$ cat config.mk
export PLATFORM = sky130hd
export DESIGN_NAME = ps2_keycode_rx_flat
export DESIGN_NICKNAME = d
export VERILOG_FILES = /design/src/rtl/ps2_keycode_rx_pkg.sv /design/src/rtl/ps2_keycode_rx_if.sv /design/src/rtl/ps2_keycode_rx_sync_filter.sv /design/src/rtl/ps2_keycode_rx.sv /design/src/flat_wrapper.sv
export SDC_FILE = /design/constraint.sdc
export NUM_CORES = 1
export LEC_CHECK = 0
export ABC_AREA = 1
export CORE_ASPECT_RATIO = 1.25
export CORE_MARGIN = 1.5
export CORE_UTILIZATION = 54
export CTS_BUF_LIST = sky130_fd_sc_hd__clkbuf_8
export DETAILED_ROUTE_END_ITERATION = 6
export GPL_TIMING_DRIVEN = 0
export PLACE_DENSITY = 0.82
export SYNTH_ARGS = -nofsm -noshare
export SYNTH_HDL_FRONTEND = slang
export SYNTH_SLANG_ARGS = --single-unit
$ cat constraint.sdc
create_clock -name clk -period 1.8 [get_ports clk]
set_clock_uncertainty 0.1 [all_clocks]
set_input_delay 0.36 -clock clk [delete_from_list [all_inputs] [get_ports clk]]
set_output_delay 0.36 -clock clk [all_outputs]
set_load 0.02 [all_outputs]
$ cat src/rtl/ps2_keycode_rx_pkg.sv
// Shared types and scan-code constants for the PS/2 keyboard receive path.
// keyboard_ctl imports the same package, so both sides agree on the codes.
package ps2_pkg;

    typedef enum logic [1:0] {
        IDLE,
        DATA,
        PARITY,
        STOP
    } rx_state_t;

    localparam logic [7:0] KC_STOP  = 8'hF0;
    localparam logic [7:0] KC_EXT   = 8'hE0;
    localparam logic [7:0] KC_LEFT  = 8'h1C;
    localparam logic [7:0] KC_RIGHT = 8'h23;
    localparam logic [7:0] KC_UP    = 8'h1D;
    localparam logic [7:0] KC_ENTER = 8'h5A;

    // PS/2 frames use odd parity over the eight data bits plus the parity bit.
    function automatic logic odd_parity_ok(input logic [7:0] data, input logic par);
        return ^{data, par};
    endfunction

endpackage

$ cat src/rtl/ps2_keycode_rx_if.sv
// Keycode output bundle from the PS/2 receiver to its consumer.
// master: the receiver drives it; slave: keyboard_ctl (or a monitor) observes it.
interface ps2_keycode_rx_if;
    logic [15:0] keycode;
    logic        keycode_valid;
    logic        frame_err;
    logic        busy;
    logic        filt_clk;

    modport master (
        output keycode,
        output keycode_valid,
        output frame_err,
        output busy,
        output filt_clk
    );

    modport slave (
        input keycode,
        input keycode_valid,
        input frame_err,
        input busy,
        input filt_clk
    );
endinterface

$ cat src/rtl/ps2_keycode_rx_sync_filter.sv
// Brings the asynchronous PS/2 pins into the clk domain and debounces ps2_clk.
// The filtered clock only changes after the synchronised pin has disagreed with
// it for FILTER_LEN consecutive cycles; fall marks its high-to-low transition.
module ps2_sync_filter #(
    parameter int FILTER_LEN = 8
) (
    input  logic clk,
    input  logic rst,
    input  logic ps2_clk,
    input  logic ps2_data,
    output logic filt_clk,
    output logic sync_data,
    output logic fall
);

    localparam int FCW = $clog2(FILTER_LEN + 1);

    logic [1:0] pin_raw;
    logic [1:0] pin_sync;

    assign pin_raw = {ps2_data, ps2_clk};

    // One 2-FF synchroniser per pin; both idle high, matching the bus idle level.
    for (genvar gi = 0; gi < 2; gi++) begin : g_sync
        logic meta_reg;
        logic sync_reg;

        // Two-stage capture of the raw pin.
        always_ff @(posedge clk or posedge rst) begin
            if (rst) begin
                meta_reg <= 1'b1;
                sync_reg <= 1'b1;
            end else begin
                meta_reg <= pin_raw[gi];
                sync_reg <= meta_reg;
            end
        end

        assign pin_sync[gi] = sync_reg;
    end

    logic [FCW-1:0] filt_cnt_reg;
    logic           filt_clk_reg;
    logic           filt_clk_d_reg;

    // Glitch filter: count disagreement cycles, flip the level on the FILTER_LEN-th.
    always_ff @(posedge clk or posedge rst) begin
        if (rst) begin
            filt_cnt_reg   <= '0;
            filt_clk_reg   <= 1'b1;
            filt_clk_d_reg <= 1'b1;
        end else begin
            filt_clk_d_reg <= filt_clk_reg;
            if (pin_sync[0] != filt_clk_reg) begin
                if (filt_cnt_reg == FCW'(FILTER_LEN - 1)) begin
                    filt_clk_reg <= pin_sync[0];
                    filt_cnt_reg <= '0;
                end else begin
                    filt_cnt_reg <= filt_cnt_reg + FCW'(1);
                end
            end else begin
                filt_cnt_reg <= '0;
            end
        end
    end

    assign filt_clk  = filt_clk_reg;
    assign sync_data = pin_sync[1];
    assign fall      = filt_clk_d_reg & ~filt_clk_reg;

endmodule

$ cat src/rtl/ps2_keycode_rx.sv
// PS/2 device-to-host receiver. Decodes 11-bit frames (start, 8 data LSB-first,
// odd parity, stop) and keeps a two-byte history {previous, latest} so that a
// release code arrives as e.g. 16'hF01C. Receive only; never drives the pins.
module ps2_keycode_rx
    import ps2_pkg::*;
#(
    parameter int FILTER_LEN     = 8,
    parameter int TIMEOUT_CYCLES = 100_000
) (
    input  logic             clk,
    input  logic             rst,
    input  logic             ps2_clk,
    input  logic             ps2_data,
    ps2_keycode_rx_if.master kc_if
);

    localparam int               TMO_W   = $clog2(TIMEOUT_CYCLES);
    localparam logic [TMO_W-1:0] TMO_MAX = TMO_W'(TIMEOUT_CYCLES - 1);

    logic filt_clk;
    logic sync_data;
    logic fall;

    ps2_sync_filter #(
        .FILTER_LEN (FILTER_LEN)
    ) u_sync_filter (
        .clk       (clk),
        .rst       (rst),
        .ps2_clk   (ps2_clk),
        .ps2_data  (ps2_data),
        .filt_clk  (filt_clk),
        .sync_data (sync_data),
        .fall      (fall)
    );

    rx_state_t        state_reg,    state_next;
    logic [2:0]       bit_cnt_reg,  bit_cnt_next;
    logic [7:0]       sh_reg,       sh_next;
    logic             parity_reg,   parity_next;
    logic [TMO_W-1:0] tmo_cnt_reg,  tmo_cnt_next;
    logic [15:0]      keycode_reg,  keycode_next;
    logic             kv_reg,       kv_next;
    logic             fe_reg,       fe_next;

    // Frame state, shifter, timeout counter and registered output pulses.
    always_ff @(posedge clk or posedge rst) begin
        if (rst) begin
            state_reg   <= IDLE;
            bit_cnt_reg <= '0;
            sh_reg      <= '0;
            parity_reg  <= 1'b0;
            tmo_cnt_reg <= '0;
            keycode_reg <= '0;
            kv_reg      <= 1'b0;
            fe_reg      <= 1'b0;
        end else begin
            state_reg   <= state_next;
            bit_cnt_reg <= bit_cnt_next;
            sh_reg      <= sh_next;
            parity_reg  <= parity_next;
            tmo_cnt_reg <= tmo_cnt_next;
            keycode_reg <= keycode_next;
            kv_reg      <= kv_next;
            fe_reg      <= fe_next;
        end
    end

    // Next-state logic: a filtered falling edge advances the frame; a stalled
    // frame is abandoned once the counter reaches TMO_MAX, unless a fall
    // arrives in that same cycle.
    always_comb begin
        state_next   = state_reg;
        bit_cnt_next = bit_cnt_reg;
        sh_next      = sh_reg;
        parity_next  = parity_reg;
        tmo_cnt_next = tmo_cnt_reg;
        keycode_next = keycode_reg;
        kv_next      = 1'b0;
        fe_next      = 1'b0;

        case (state_reg)
            IDLE: begin
                tmo_cnt_next = '0;
                if (fall) begin
                    if (!sync_data) begin
                        state_next   = DATA;
                        bit_cnt_next = '0;
                    end else begin
                        fe_next = 1'b1;
                    end
                end
            end

            default: begin
                if (fall) begin
                    tmo_cnt_next = '0;
                    case (state_reg)
                        DATA: begin
                            sh_next      = {sync_data, sh_reg[7:1]};
                            bit_cnt_next = bit_cnt_reg + 3'd1;
                            if (bit_cnt_reg == 3'd7) begin
                                state_next = PARITY;
                            end
                        end
                        PARITY: begin
                            parity_next = sync_data;
                            state_next  = STOP;
                        end
                        STOP: begin
                            if (sync_data && odd_parity_ok(sh_reg, parity_reg)) begin
                                keycode_next = {keycode_reg[7:0], sh_reg};
                                kv_next      = 1'b1;
                            end else begin
                                fe_next = 1'b1;
                            end
                            state_next = IDLE;
                        end
                        default: begin
                            state_next = IDLE;
                        end
                    endcase
                end else if (tmo_cnt_reg == TMO_MAX) begin
                    fe_next      = 1'b1;
                    state_next   = IDLE;
                    tmo_cnt_next = '0;
                    bit_cnt_next = '0;
                    sh_next      = '0;
                end else begin
                    tmo_cnt_next = tmo_cnt_reg + TMO_W'(1);
                end
            end
        endcase
    end

    assign kc_if.keycode       = keycode_reg;
    assign kc_if.keycode_valid = kv_reg;
    assign kc_if.frame_err     = fe_reg;
    assign kc_if.busy          = (state_reg != IDLE);
    assign kc_if.filt_clk      = filt_clk;

endmodule
$ cat src/flat_wrapper.sv
// flat-port wrapper written by rule: the top's interface ports become plain ports
module ps2_keycode_rx_flat import ps2_pkg::*;
#(
    parameter int FILTER_LEN     = 8,
    parameter int TIMEOUT_CYCLES = 100_000
)
  (clk, rst, ps2_clk, ps2_data, kc_if_keycode, kc_if_keycode_valid, kc_if_frame_err, kc_if_busy, kc_if_filt_clk);
  ps2_keycode_rx_if kc_if_i ();
  input  logic clk;
  input  logic rst;
  input  logic ps2_clk;
  input  logic ps2_data;
  output wire logic [$bits(kc_if_i.keycode)-1:0] kc_if_keycode;
  output wire logic [$bits(kc_if_i.keycode_valid)-1:0] kc_if_keycode_valid;
  output wire logic [$bits(kc_if_i.frame_err)-1:0] kc_if_frame_err;
  output wire logic [$bits(kc_if_i.busy)-1:0] kc_if_busy;
  output wire logic [$bits(kc_if_i.filt_clk)-1:0] kc_if_filt_clk;
  assign kc_if_keycode = kc_if_i.keycode;
  assign kc_if_keycode_valid = kc_if_i.keycode_valid;
  assign kc_if_frame_err = kc_if_i.frame_err;
  assign kc_if_busy = kc_if_i.busy;
  assign kc_if_filt_clk = kc_if_i.filt_clk;
  ps2_keycode_rx #(.FILTER_LEN(FILTER_LEN), .TIMEOUT_CYCLES(TIMEOUT_CYCLES)) u_core (.clk(clk), .rst(rst), .ps2_clk(ps2_clk), .ps2_data(ps2_data), .kc_if(kc_if_i));
endmodule
**After elaboration in Yosys (flattened, before gate mapping)**

Index checks and enable logic that the tools add are counted.
Widths: inputs -> output; s select.

- Register bits: 59
- Input port bits: 4
- Output and inout bits: 20
- Logic and storage cells: 76

- $add $sub $neg: 3
- Equality and inequality tests: 12
- Multiplexer cells: 32
- Bitwise logic cells: 3
- Reductions and logical operators: 11

Operator list:

| kind | count |
|---|---|
| $mux 17 | 3 |
| $mux 8 | 3 |
| $mux 3 | 6 |
| $add 17x1->17 const B | 1 |
| $eq 17x17->1 const B | 1 |
| $mux 2 | 6 |
| $reduce_and 4->1 | 3 |
| $mux 1 | 11 |
| $reduce_xor 9->1 | 1 |
| $mux 4 | 2 |
| $reduce_and 3->1 | 2 |
| $add 4x1->4 const B | 1 |
| $eq 2x2->1 const B | 2 |
| $eq 4x3->1 const B | 1 |
| $ne 2x2->1 const B | 2 |
| $ne 4x4->1 const B | 1 |
| $pmux 2 s2 | 1 |
| $reduce_bool 2->1 | 2 |
| $add 3x1->3 const B | 1 |
| $eq 3x3->1 const B | 1 |
| $ne 3x3->1 const B | 1 |
| $eq 2x1->1 const B | 1 |
| $logic_not 2->1 | 1 |
| $ne 2x1->1 const B | 1 |
| 5 further kinds | 6 |

**Logic depth before layout (Yosys ltp)**

Gate-level depths: netlist (run 1).

- Word-level depth: 6
- Gate-level depth with buffers: 13
- Mapped depth without buffers: 12

**Modules after synthesis**

From an unflattened synthesis (run 1), not the netlist that was laid out.

- Cells, all modules: 370
- Area, all modules: 3032.9 µm²

By module, submodules not included:

| module | instances | cells each | area an instance (µm²) | seq. area each (µm²) |
|---|---|---|---|---|
| ps2_keycode_rx | 1 | 335 | 2661.3 | 1226.2 |
| ps2_sync_filter | 1 | 35 | 371.6 | 257.7 |

**Worst setup path before layout (run 1)**

Ideal clock, no wire load.

- Kind: reg-to-reg
- Start: reg u_core.state_reg[0]
- End: reg u_core.tmo_cnt_reg[11]
- Setup time: 0.123 ns
- Arrival: 1.498 ns
- Required time: 1.577 ns
- Setup slack: 0.078 ns
- Cell stages (with the launch flop): 7
- Path buffers: 1
- Period minus slack after synthesis: 1.722 ns
- Cells stage by stage: dfrtp_1 > inv_1 > ha_1 > clkinv_1 > nand3_2 > buf_4 > nor2_1

- Word-level cells in the longest chain between the ends: 2

RTL lines:

| what | line | source |
|---|---|---|
| start: declaration | ps2_keycode_rx.sv:36 | `rx_state_t state_reg, state_next;` |
| start signal: assignment | ps2_keycode_rx.sv:57 | `state_reg <= state_next;` |
| $logic_not 2->1 | ps2_keycode_rx.sv:81 | `case (state_reg)` |
| $mux 17 | ps2_keycode_rx.sv:81 |  |
| via u_core.tmo_cnt_next[11] | ps2_keycode_rx.sv:40 | `logic [TMO_W-1:0] tmo_cnt_reg, tmo_cnt_next;` |
| end signal: assignment | ps2_keycode_rx.sv:61 | `tmo_cnt_reg <= tmo_cnt_next;` |
| end: declaration | ps2_keycode_rx.sv:40 |  |

The timed path passes the listed nets, and every way through them passes these cells.
A chain may end at the register's enable or synchronous reset.

**Final worst setup path (run 1)**

- Start: reg u_core.tmo_cnt_reg[0]
- End: reg u_core.bit_cnt_reg[2]

- Word-level cells in the longest chain between the ends: 3

RTL lines:

| what | line | source |
|---|---|---|
| $eq 17x17->1 | ps2_keycode_rx.sv:122 | `end else if (tmo_cnt_reg == TMO_MAX) begin` |
| $reduce_bool 2->1 (no line) | -- |  |
| $reduce_and 4->1 (no line) | -- |  |
| end signal: assignment | ps2_keycode_rx.sv:58 | `bit_cnt_reg <= bit_cnt_next;` |
| end: declaration | ps2_keycode_rx.sv:37 | `logic [2:0] bit_cnt_reg, bit_cnt_next;` |

No other way between the ends.

==> results of run 1 <==
cell type report:
| cell class | instances | area share |
|---|---|---|
| repair buffers | 38 | 0.1031 |
| inverters | 34 | 0.03788 |
| plain buffers | 6 | 0.01502 |
| multi-input cells | 232 | 0.3648 |
| clock inverters | 7 | 0.01877 |
| well taps | 62 | 0.02116 |
| clock buffers | 9 | 0.03379 |
| flip-flops and latches | 59 | 0.4055 |
what timing repair did:
item	CTS	global route
endpoints found under the hold margin	0	0
endpoints found under the setup margin	49	52
buffers inserted	5	8
gates resized for setup	24	31
cloned	0	1
pin swaps	1	9
critical path: cells and delay by family, from the launching register on:
kind | cells | cell delay (ns)
fa+ha+maj | 1 | 0.16
simple gates | 9 | 1.06
flops | 1 | 0.39
report_power, final:
group,leakage [nW],internal [mW],switching [mW]
Clock,0.0950,0.632,0.537
Sequential,0.797,1.41,0.0668
Combinational,1.03,0.160,0.255
Total,1.92,2.20,0.859
metrics by stage:
| step | power, mW | std cells | cell area (um^2) | hold slack (ns) | setup TNS [ns] |
|---|---|---|---|---|---|
| after CTS | 3.028 | 437 | 3445 | 0.2569 | -0.004477 |
| after detailed placement | 1.844 | 416 | 3202 | 0.2479 | -4.892 |
| after floorplan | 1.728 | 331 | 2894 | 0.2452 | 0 |
| final | 3.063 | 447 | 3666 | 0.2553 | -0.1066 |
| after global placement | 1.819 | 416 | 3202 | 0.2468 | -2.832 |
| after global routing | 3.213 | 447 | 3666 | 0.2577 | -1.919 |
final timing paths:
path,start,endpoint,slack [ns]
max,u_core.tmo_cnt_reg[0],u_core.bit_cnt_reg[2],-0.04
min,u_core.u_sync_filter.g_sync[1].meta_reg,u_core.u_sync_filter.sync_data,0.26
max reg2reg,u_core.tmo_cnt_reg[0],u_core.bit_cnt_reg[2],-0.04
min reg2reg,u_core.u_sync_filter.g_sync[1].meta_reg,u_core.u_sync_filter.sync_data,0.26
max in group asynchronous,rst,u_core.u_sync_filter.sync_data,0.62
min in group asynchronous,rst,u_core.kc_if.keycode[14],0.34
Yosys cell counts:
| master | count | area [um^2] |
|---|---|---|
| nand2_1 | 101 | 379.1 |
| dfrtp_1 | 53 | 1326 |
| inv_1 | 30 | 112.6 |
| nor2_1 | 30 | 112.6 |
| nand3_1 | 27 | 135.1 |
| ha_1 | 9 | 112.6 |
| nor3_1 | 9 | 45.04 |
| xor2_1 | 9 | 78.83 |
| nand2_2 | 7 | 43.79 |
| dfstp_2 | 6 | 157.7 |
| o21ai_2 | 6 | 52.55 |
| nand3_2 | 4 | 40.04 |
| nand4_1 | 4 | 25.02 |
| nor2_2 | 4 | 25.02 |
| xnor2_1 | 4 | 35.03 |
| buf_2 | 3 | 15.01 |
| inv_2 | 3 | 11.26 |
| o21ai_1 | 3 | 15.01 |
| a211oi_1 | 2 | 15.01 |
| a21oi_1 | 2 | 10.01 |
| buf_6 | 2 | 22.52 |
| mux2_2 | 2 | 22.52 |
| nor3b_1 | 2 | 15.01 |
| a31oi_1 | 1 | 6.260 |
| buf_4 | 1 | 7.510 |
| clkinv_1 | 1 | 3.750 |
| nand3b_1 | 1 | 7.510 |
| nor2_4 | 1 | 11.26 |
| nor3_2 | 1 | 10.01 |
| o211ai_4 | 1 | 21.27 |
| o21bai_1 | 1 | 7.510 |
| o31ai_1 | 1 | 7.510 |
routing by layer:
| layer | track usage | up-vias | share of wire |
|---|---|---|---|
| met1 | 0.2943 | 1129 | 0.43 |
| met5 | 0 | - | 0 |
| met3 | 0.07373 | 10 | 0.047 |
| met4 | 0.09273 | 0 | 0.014 |
| li1 | - | 1152 | - |
| met2 | 0.3470 | 61 | 0.51 |
cells by family after synthesis:
group	synth area share
buf+inv	0.05974
flops	0.5134
xor+xnor	0.03939
compound gates	0.04675
fa+ha+maj	0.03896
mux	0.007792
simple gates	0.2939
==> results.json, run 1 <==
{
  "multi_input_area_um2": 1338,
  "reg2reg_depth": 10,
  "path_cells": "ha_4, nand2_4, nor2_4, nand3_2, nor3_4, nand2_2, nand2_4, nand4_1, nand2_1, nand2_1",
  "fin_crit_ns": 1.838,
  "relSlewSlack": 0.5626,
  "clkTransAtPathRegs_ns": 0.07,
  "diodes": 0,
  "die_h_um": 84.80,
  "cts_buffers": 9,
  "holdPathStages": 0,
  "antenna_found_initial": 0,
  "power_leakage_nw": 1.922,
  "layout-drive-gt1-share": 0.2390,
  "syn_to_final_growth_pct": 26.84,
  "yosysSeqAreaShare": 0.5134,
  "routedWlPerCell_um": 13.66,
  "critical_path_class": "flip-flop to flip-flop",
  "utilization": 0.7166,
  "hold_violations": 0,
  "maxSlewViolCount": 0,
  "cp-start-kind": "flip-flop",
  "slowest_delay_ns": 0.39,
  "cts.sinks": 59,
  "cts_tree": "built",
  "layout.cells.most_common": "nand2_1",
  "finalNetCount": 393,
  "cts_buffer_depth": 2,
  "ios": 24,
  "crit_path_end_kind": "flip-flop",
  "fillCellCount": 372,
  "synth.distinct_cells": 32,
  "via_count": 2352,
  "hold_path_class": "flip-flop to flip-flop",
  "post_synth.cell_area_avg_um2": 8.732,
  "grt_setup_unrepaired": "yes",
  "power.density_nw_per_um2": 835.4,
  "finalWeightedCongestion": 0.8576,
  "synth_fp_nets": 344,
  "via_per_inst": 5.262,
  "cts-root-buf": "clkbuf_8",
  "synthCells": 331,
  "grt_start_max_net_pins": 60,
  "drc": 0,
  "path_max_fanout": 3,
  "synth_warnings": 0,
  "cts_hold_buf": 0,
  "drt_pass1_iterations": 5,
  "setup_slack_ns": -0.03846,
  "clock.fmax_mhz": 543.9,
  "postRouteAntennaNets": 0,
  "ctsHtreeMaxLevel": 3,
  "arrival_ns": 1.97,
  "clk_latency_ns": 0.34,
  "maxCapViolCount": 0,
  "layout_common_cells": "98 x nand2_1, 51 x dfrtp_1, 29 x nor2_1",
  "grt_pass1_vias": 2240,
  "violations": "negative setup slack",
  "dp_slack_ns": -0.4061,
  "final-setup-viol-count": 4,
  "drt_iter0_drc": 180,
  "initial_utilization": 0.5649,
  "worstPathRequired_ns": 1.93,
  "worst-slew-pin-transition_ns": 0.6548,
  "hpwl_mm": 3.859,
  "drt_wl_total_mm": 6.106,
  "crit_path_top_delay_cell": "dfrtp_1",
  "seq_area_um2": 1486,
  "track_usage": 0.2274,
  "largest_reg_flops": 17,
  "finalCritPeriodShare": 1.021,
  "synth_area_um2": 2890,
  "vdd_drop_max_mv": 0.5377,
  "yosys_register_bits": 59,
  "core_area_um2": 5116,
  "die_w_um": 68.44,
  "die_area_um2": 5803,
  "row_count": 29,
  "run_status": "finished, violations left",
  "grt_pass1_wl_mm": 9.942,
  "io_buffers": 23,
  "globalRoute.totalOverflow": 0
}
(Power assumes the default switching activity.)
==> run 2: changes to the inputs <==
--- a/config.mk
+++ b/config.mk
@@ -11,7 +11,9 @@
 export CORE_UTILIZATION = 54
 export CTS_BUF_LIST = sky130_fd_sc_hd__clkbuf_8
+export CTS_CLUSTER_SIZE = 28
 export DETAILED_ROUTE_END_ITERATION = 6
 export GPL_TIMING_DRIVEN = 0
 export PLACE_DENSITY = 0.82
+export RECOVER_POWER = 100
 export SYNTH_ARGS = -nofsm -noshare
 export SYNTH_HDL_FRONTEND = slang
==> constraint.sdc (replaced) <==
create_clock -name clk -period 1.8 [get_ports clk]
set_clock_uncertainty 0.1 [all_clocks]
set_input_delay 0.36 -clock clk [delete_from_list [all_inputs] [get_ports clk]]
set_output_delay 0.36 -clock clk [all_outputs]
set_load 0.01 [all_outputs]
==> run 2 against run 1 <==
Worst setup slack worse by 0.0075 ns; clock-buffer cell count unchanged; register-to-register slack about the same; cell count rose by 0.45%; sequential power barely moved; sequential share of layout area decreased by 0.14 points; non-clock buffer count increased by 2; the flow still finishes with violations (negative setup slack).
==> results.json, run 2 (synthesized netlist as in run 1, its figures left out) <==
{
  "arrival_ns": 1.96,
  "power.density_nw_per_um2": 834.7,
  "layout_common_cells": "98 x nand2_1, 53 x dfrtp_1, 29 x nor2_1",
  "diodes": 0,
  "violations": "negative setup slack",
  "dp.cells": 416,
  "finalNetCount": 395,
  "drc": 0,
  "holdPathStages": 0,
  "largest_reg_flops": 17,
  "reg2reg_depth": 8,
  "finalWeightedCongestion": 0.8576,
  "seq_area_um2": 1484,
  "grt_setup_unrepaired": "yes",
  "whs_ns": 0.2554,
  "row_count": 29,
  "drt_pass1_iterations": 4,
  "die_area_um2": 5803,
  "r2r_end": "u_core.tmo_cnt_reg[11]",
  "track_usage": 0.2288,
  "cts_hold_buf": 0,
  "hold_path_startpoint": "u_core.u_sync_filter.g_sync[1].meta_reg",
  "whs_endpoint": "u_core.u_sync_filter.sync_data",
  "finalCritPeriodShare": 1.026,
  "postRouteAntennaNets": 0,
  "p_comb_frac": 0.138,
  "power_frac_seq": 0.482,
  "grt_pass1_wl_mm": 10.01,
  "finalPower_mw": 3.065,
  "fillCellCount": 362,
  "initial_utilization": 0.5649,
  "path_max_fanout": 3,
  "clkTransAtPathRegs_ns": 0.07,
  "worst-slew-pin-transition_ns": 0.6165,
  "die_h_um": 84.80,
  "maxCapViolCount": 0,
  "layout.cells.most_common": "nand2_1",
  "globalRoute.totalOverflow": 0,
  "io_buffers": 23,
  "grt_pass1_vias": 2270,
  "syn_to_final_growth_pct": 27.06,
  "relSlewSlack": 0.5881,
  "clock.fmax_mhz": 541.7,
  "crit_path_end_kind": "flip-flop",
  "cts_buffer_depth": 2,
  "cp-start-kind": "flip-flop",
  "cts.sinks": 59,
  "hold_violations": 0,
  "ios": 24,
  "instances_no_fill": 449,
  "dp_slack_ns": -0.3464,
  "run_status": "finished, violations left",
  "reg2reg_slack_ns": -0.05,
  "hpwl_mm": 3.859,
  "multi_input_area_um2": 1345,
  "cts-root-buf": "clkbuf_8",
  "worstPathRequired_ns": 1.91,
  "via_count": 2376,
  "power_leakage_nw": 1.803,
  "grt_start_max_net_pins": 60,
  "drt_iter0_drc": 138,
  "ctsHtreeMaxLevel": 3,
  "routedWlPerCell_um": 13.62,
  "via_per_inst": 5.292,
  "fin_crit_ns": 1.846,
  "antenna_found_initial": 0,
  "cts_buffers": 9,
  "layout-drive-gt1-share": 0.2377,
  "setup_slack_ns": -0.04596,
  "die_w_um": 68.44,
  "power.switching_uw": 855.8,
  "maxSlewViolCount": 0,
  "core_area_um2": 5116,
  "hold_path_class": "flip-flop to flip-flop",
  "clk_latency_ns": 0.34,
  "cts_tree": "built",
  "final-setup-viol-count": 6,
  "p_clk_frac": 0.381,
  "r2r-start": "u_core.tmo_cnt_reg[0]",
  "internal_power_mw": 2.210,
  "critical_path_class": "flip-flop to flip-flop",
  "drt_wl_total_mm": 6.117,
  "vdd_drop_max_mv": 0.5357,
  "p_sw_frac": 0.2792
}
[run 2: cell types whose count changed in the layout (fill, tap and decap cells not counted), sizes merged]
| cell | delta |
|---|---|
| clkdlybuf4s50 | +10 |
| dlygate4sd2 | -7 |
| dlymetal6s2s | -5 |
| dlygate4sd3 | +3 |
| clkbuf | +2 |
| clkdlybuf4s15 | -1 |
| clkinv | +1 |
| inv | -1 |
[run 2: metal layers]
layer	vias up	track usage	share of wire
met5	-	0	0
met4	0	0.09818	0.013
met3	8	0.07507	0.047
met2	66	0.3488	0.52
met1	1145	0.2934	0.42
li1	1157	-	-
[run 2: through the flow]
| stage | setup TNS (ns) | cell area [um^2] | utilization |
|---|---|---|---|
| after floorplan | 0 | 2894 | - |
| after global routing | -2.408 | 3672 | 0.7178 |
| final | -0.1889 | 3672 | 0.7178 |
| after detailed placement | -4.833 | 3202 | 0.6258 |
| after CTS | -0.1055 | 3470 | 0.6782 |
| after global placement | -2.772 | 3202 | 0.6258 |
[run 2: worst max-delay path, cell delays in order (launching register included)]
cell and delay [ns]:
dfrtp_1 0.39, buf_4 0.13, nand3_1 0.09, nor2_1 0.20, nand2_1 0.14, nor2_2 0.18, nand3_1 0.17, o31ai_1 0.26
nor2_1 0.06
[run 2: timing repair]
action                     CTS  global route
setup endpoints to repair   41            47
resized for setup           10            30
buffers inserted             7             7
cloned                       0             2
pin swaps                    1            11
[run 2: how the worst max path moves through the flow]
stage                                      from                endpoint  slack [ns]  cells past startpoint
final                     u_core.tmo_cnt_reg[0]  u_core.tmo_cnt_reg[11]       -0.05                      8
after global routing      u_core.tmo_cnt_reg[0]  u_core.tmo_cnt_reg[11]       -0.20                      8
after CTS                   u_core.state_reg[1]              kc_if_busy       -0.11                      4
after detailed placement    u_core.state_reg[0]              kc_if_busy       -0.35                      4
after global placement      u_core.state_reg[0]              kc_if_busy       -0.30                      4
after floorplan             u_core.state_reg[0]  u_core.tmo_cnt_reg[11]        0.17                      6
[run 2: final cells by class]
class,count,share of cell area
clock buffer,9,0.03373
inverter,34,0.03714
sequential,59,0.4041
tap,62,0.02112
multi-input combinational,232,0.3663
clock inverter,7,0.01874
buffer,6,0.01499
timing repair buffer,40,0.1039
[run 2: power by group through the flow]
stage / Combinational [mW] / Sequential, mW / Clock, mW
final: 0.423 / 1.48 / 1.17
after global routing: 0.474 / 1.48 / 1.26
after CTS: 0.365 / 1.47 / 1.18
after detailed placement: 0.334 / 1.50 / 0
after global placement: 0.317 / 1.49 / 0
after floorplan: 0.229 / 1.49 / 0
==> run 3: changes to the inputs <==
- CORE_UTILIZATION: 54 -> 35
- GPL_ROUTABILITY_DRIVEN: default -> 0
- PLACE_DENSITY: 0.82 -> 0.59
==> run 3 against run 2 <==
The run now ends clean; register-to-register slack improved by 0.096 ns; worst hold slack improved by 0.00099 ns; utilization is 25 points lower.
==> results.json, run 3 (synthesized netlist as in run 1, its figures left out) <==
{
  "crit_path_end_kind": "output pin",
  "via_per_inst": 4.699,
  "die_area_um2": 8816,
  "layout.cells.most_common": "nand2_1",
  "p_clk_frac": 0.421,
  "p_sw_frac": 0.2588,
  "syn_to_final_growth_pct": 28.70,
  "die_h_um": 104.6,
  "postRouteAntennaNets": 0,
  "largest_reg_flops": 17,
  "io_buffers": 23,
  "layout-drive-gt1-share": 0.2377,
  "path_cells": "clkdlybuf4s50_1",
  "vdd_drop_max_mv": 0.3998,
  "worstPathRequired_ns": 1.34,
  "hold_path_class": "flip-flop to flip-flop",
  "grt_setup_unrepaired": "yes",
  "internal_power_mw": 2.365,
  "antenna_found_initial": 0,
  "worst-slew-pin-transition_ns": 0.9798,
  "power.switching_uw": 825.6,
  "slowest_delay_ns": 0.56,
  "globalRoute.totalOverflow": 0,
  "crit_path_top_delay_cell": "clkdlybuf4s50_1",
  "grt_pass1_wl_mm": 9.701,
  "drt_iter0_drc": 91,
  "p_comb_frac": 0.121,
  "setup_slack_ns": 0.04359,
  "power_leakage_nw": 1.788,
  "finalNetCount": 395,
  "grt_start_max_net_pins": 60,
  "clk_latency_ns": 0.34,
  "power.density_nw_per_um2": 857.6,
  "final-setup-viol-count": 0,
  "drc": 0,
  "power_frac_seq": 0.458,
  "layout_common_cells": "99 x nand2_1, 53 x dfrtp_1, 27 x nor2_1",
  "tns_ns": 0,
  "arrival_ns": 1.30,
  "hold_violations": 0,
  "grt_pass1_vias": 2175,
  "cp_num_buf_inv": 1,
  "row_count": 36,
  "crit_family": "buffers and inverters",
  "drt_wl_total_mm": 5.734,
  "drt_pass1_iterations": 4,
  "relSlewSlack": 0.3432,
  "fin_crit_ns": 1.756,
  "dp_slack_ns": -0.3174,
  "core_area_um2": 7883,
  "cts_buffers": 9,
  "routedWlPerCell_um": 11.90,
  "cts.sinks": 59,
  "cp-start-kind": "flip-flop",
  "initial_utilization": 0.3667,
  "finalCritPeriodShare": 0.9758,
  "die_w_um": 84.28,
  "cts_buffer_depth": 2,
  "via_count": 2265,
  "diodes": 0,
  "cts-root-buf": "clkbuf_8",
  "cts_tree": "built",
  "ctsHtreeMaxLevel": 3,
  "cts_hold_buf": 0,
  "track_usage": 0.1381,
  "maxSlewViolCount": 0,
  "path_max_fanout": 3,
  "clkTransAtPathRegs_ns": 0.07,
  "hpwl_mm": 3.780,
  "ios": 24,
  "run_status": "finished clean",
  "critical_path_class": "flip-flop to output pin",
  "maxCapViolCount": 0,
  "clock.fmax_mhz": 569.3
}
## run 3: path summary, 6_finish.rpt
path                                                         start                                 endpoint  slack [ns]  cells past startpoint
setup / recovery                           u_core.kc_if.keycode[2]                         kc_if_keycode[2]        0.04                      1
hold / removal             u_core.u_sync_filter.g_sync[1].meta_reg           u_core.u_sync_filter.sync_data        0.26                      0
setup reg to reg                             u_core.tmo_cnt_reg[0]                   u_core.tmo_cnt_reg[14]        0.05                      9
hold reg to reg            u_core.u_sync_filter.g_sync[1].meta_reg           u_core.u_sync_filter.sync_data        0.26                      0
max in group asynchronous                                      rst  u_core.u_sync_filter.g_sync[0].sync_reg        0.21                      3
min in group asynchronous                                      rst                 u_core.kc_if.keycode[15]        0.54                      2
## run 3: final cells by class
cell class	count	area [um^2]
flip-flops and latches	59	1484
well taps	95	118.9
clock inverters	6	81.33
plain buffers	6	55.05
fillers	736	4163
multi-input cells	232	1334
clock buffers	10	137.6
inverters	34	136.4
repair buffers	40	372.9
## run 3: per-stage QoR
step	total power [mW]	instances	cell area, um^2	utilization	hold WS, ns
CTS	3.208	470	3542	0.4494	0.2585
global placement	1.810	449	3243	0.4114	0.2465
global route	3.348	482	3720	0.4719	0.2659
finish	3.190	482	3720	0.4719	0.2564
floorplan	1.714	331	2894	-	0.2452
detailed placement	1.824	449	3243	0.4114	0.2490
## run 3: power groups by stage
stage	clock network [mW]	logic (mW)	registers, mW
6_report	1.34	0.386	1.46
5_1_grt	1.44	0.441	1.47
4_1_cts	1.38	0.367	1.47
3_5_place_dp	0	0.334	1.49
3_3_place_gp	0	0.322	1.49
2_1_floorplan	0	0.229	1.49
## run 3: metal layers
layer,track usage,up-vias,routed length (um),share of wire
met2,0.2149,40,2775,0.48
met5,0,-,0,0
met3,0.02923,13,181,0.032
li1,-,1152,-,-
met4,0.08665,0,167,0.029
met1,0.1736,1060,2610,0.46
## run 3: what timing repair did
action,CTS,global route
setup endpoints to repair,41,48
pin swaps,7,10
gates cloned,0,1
setup buffers,5,10
resized for setup,15,22
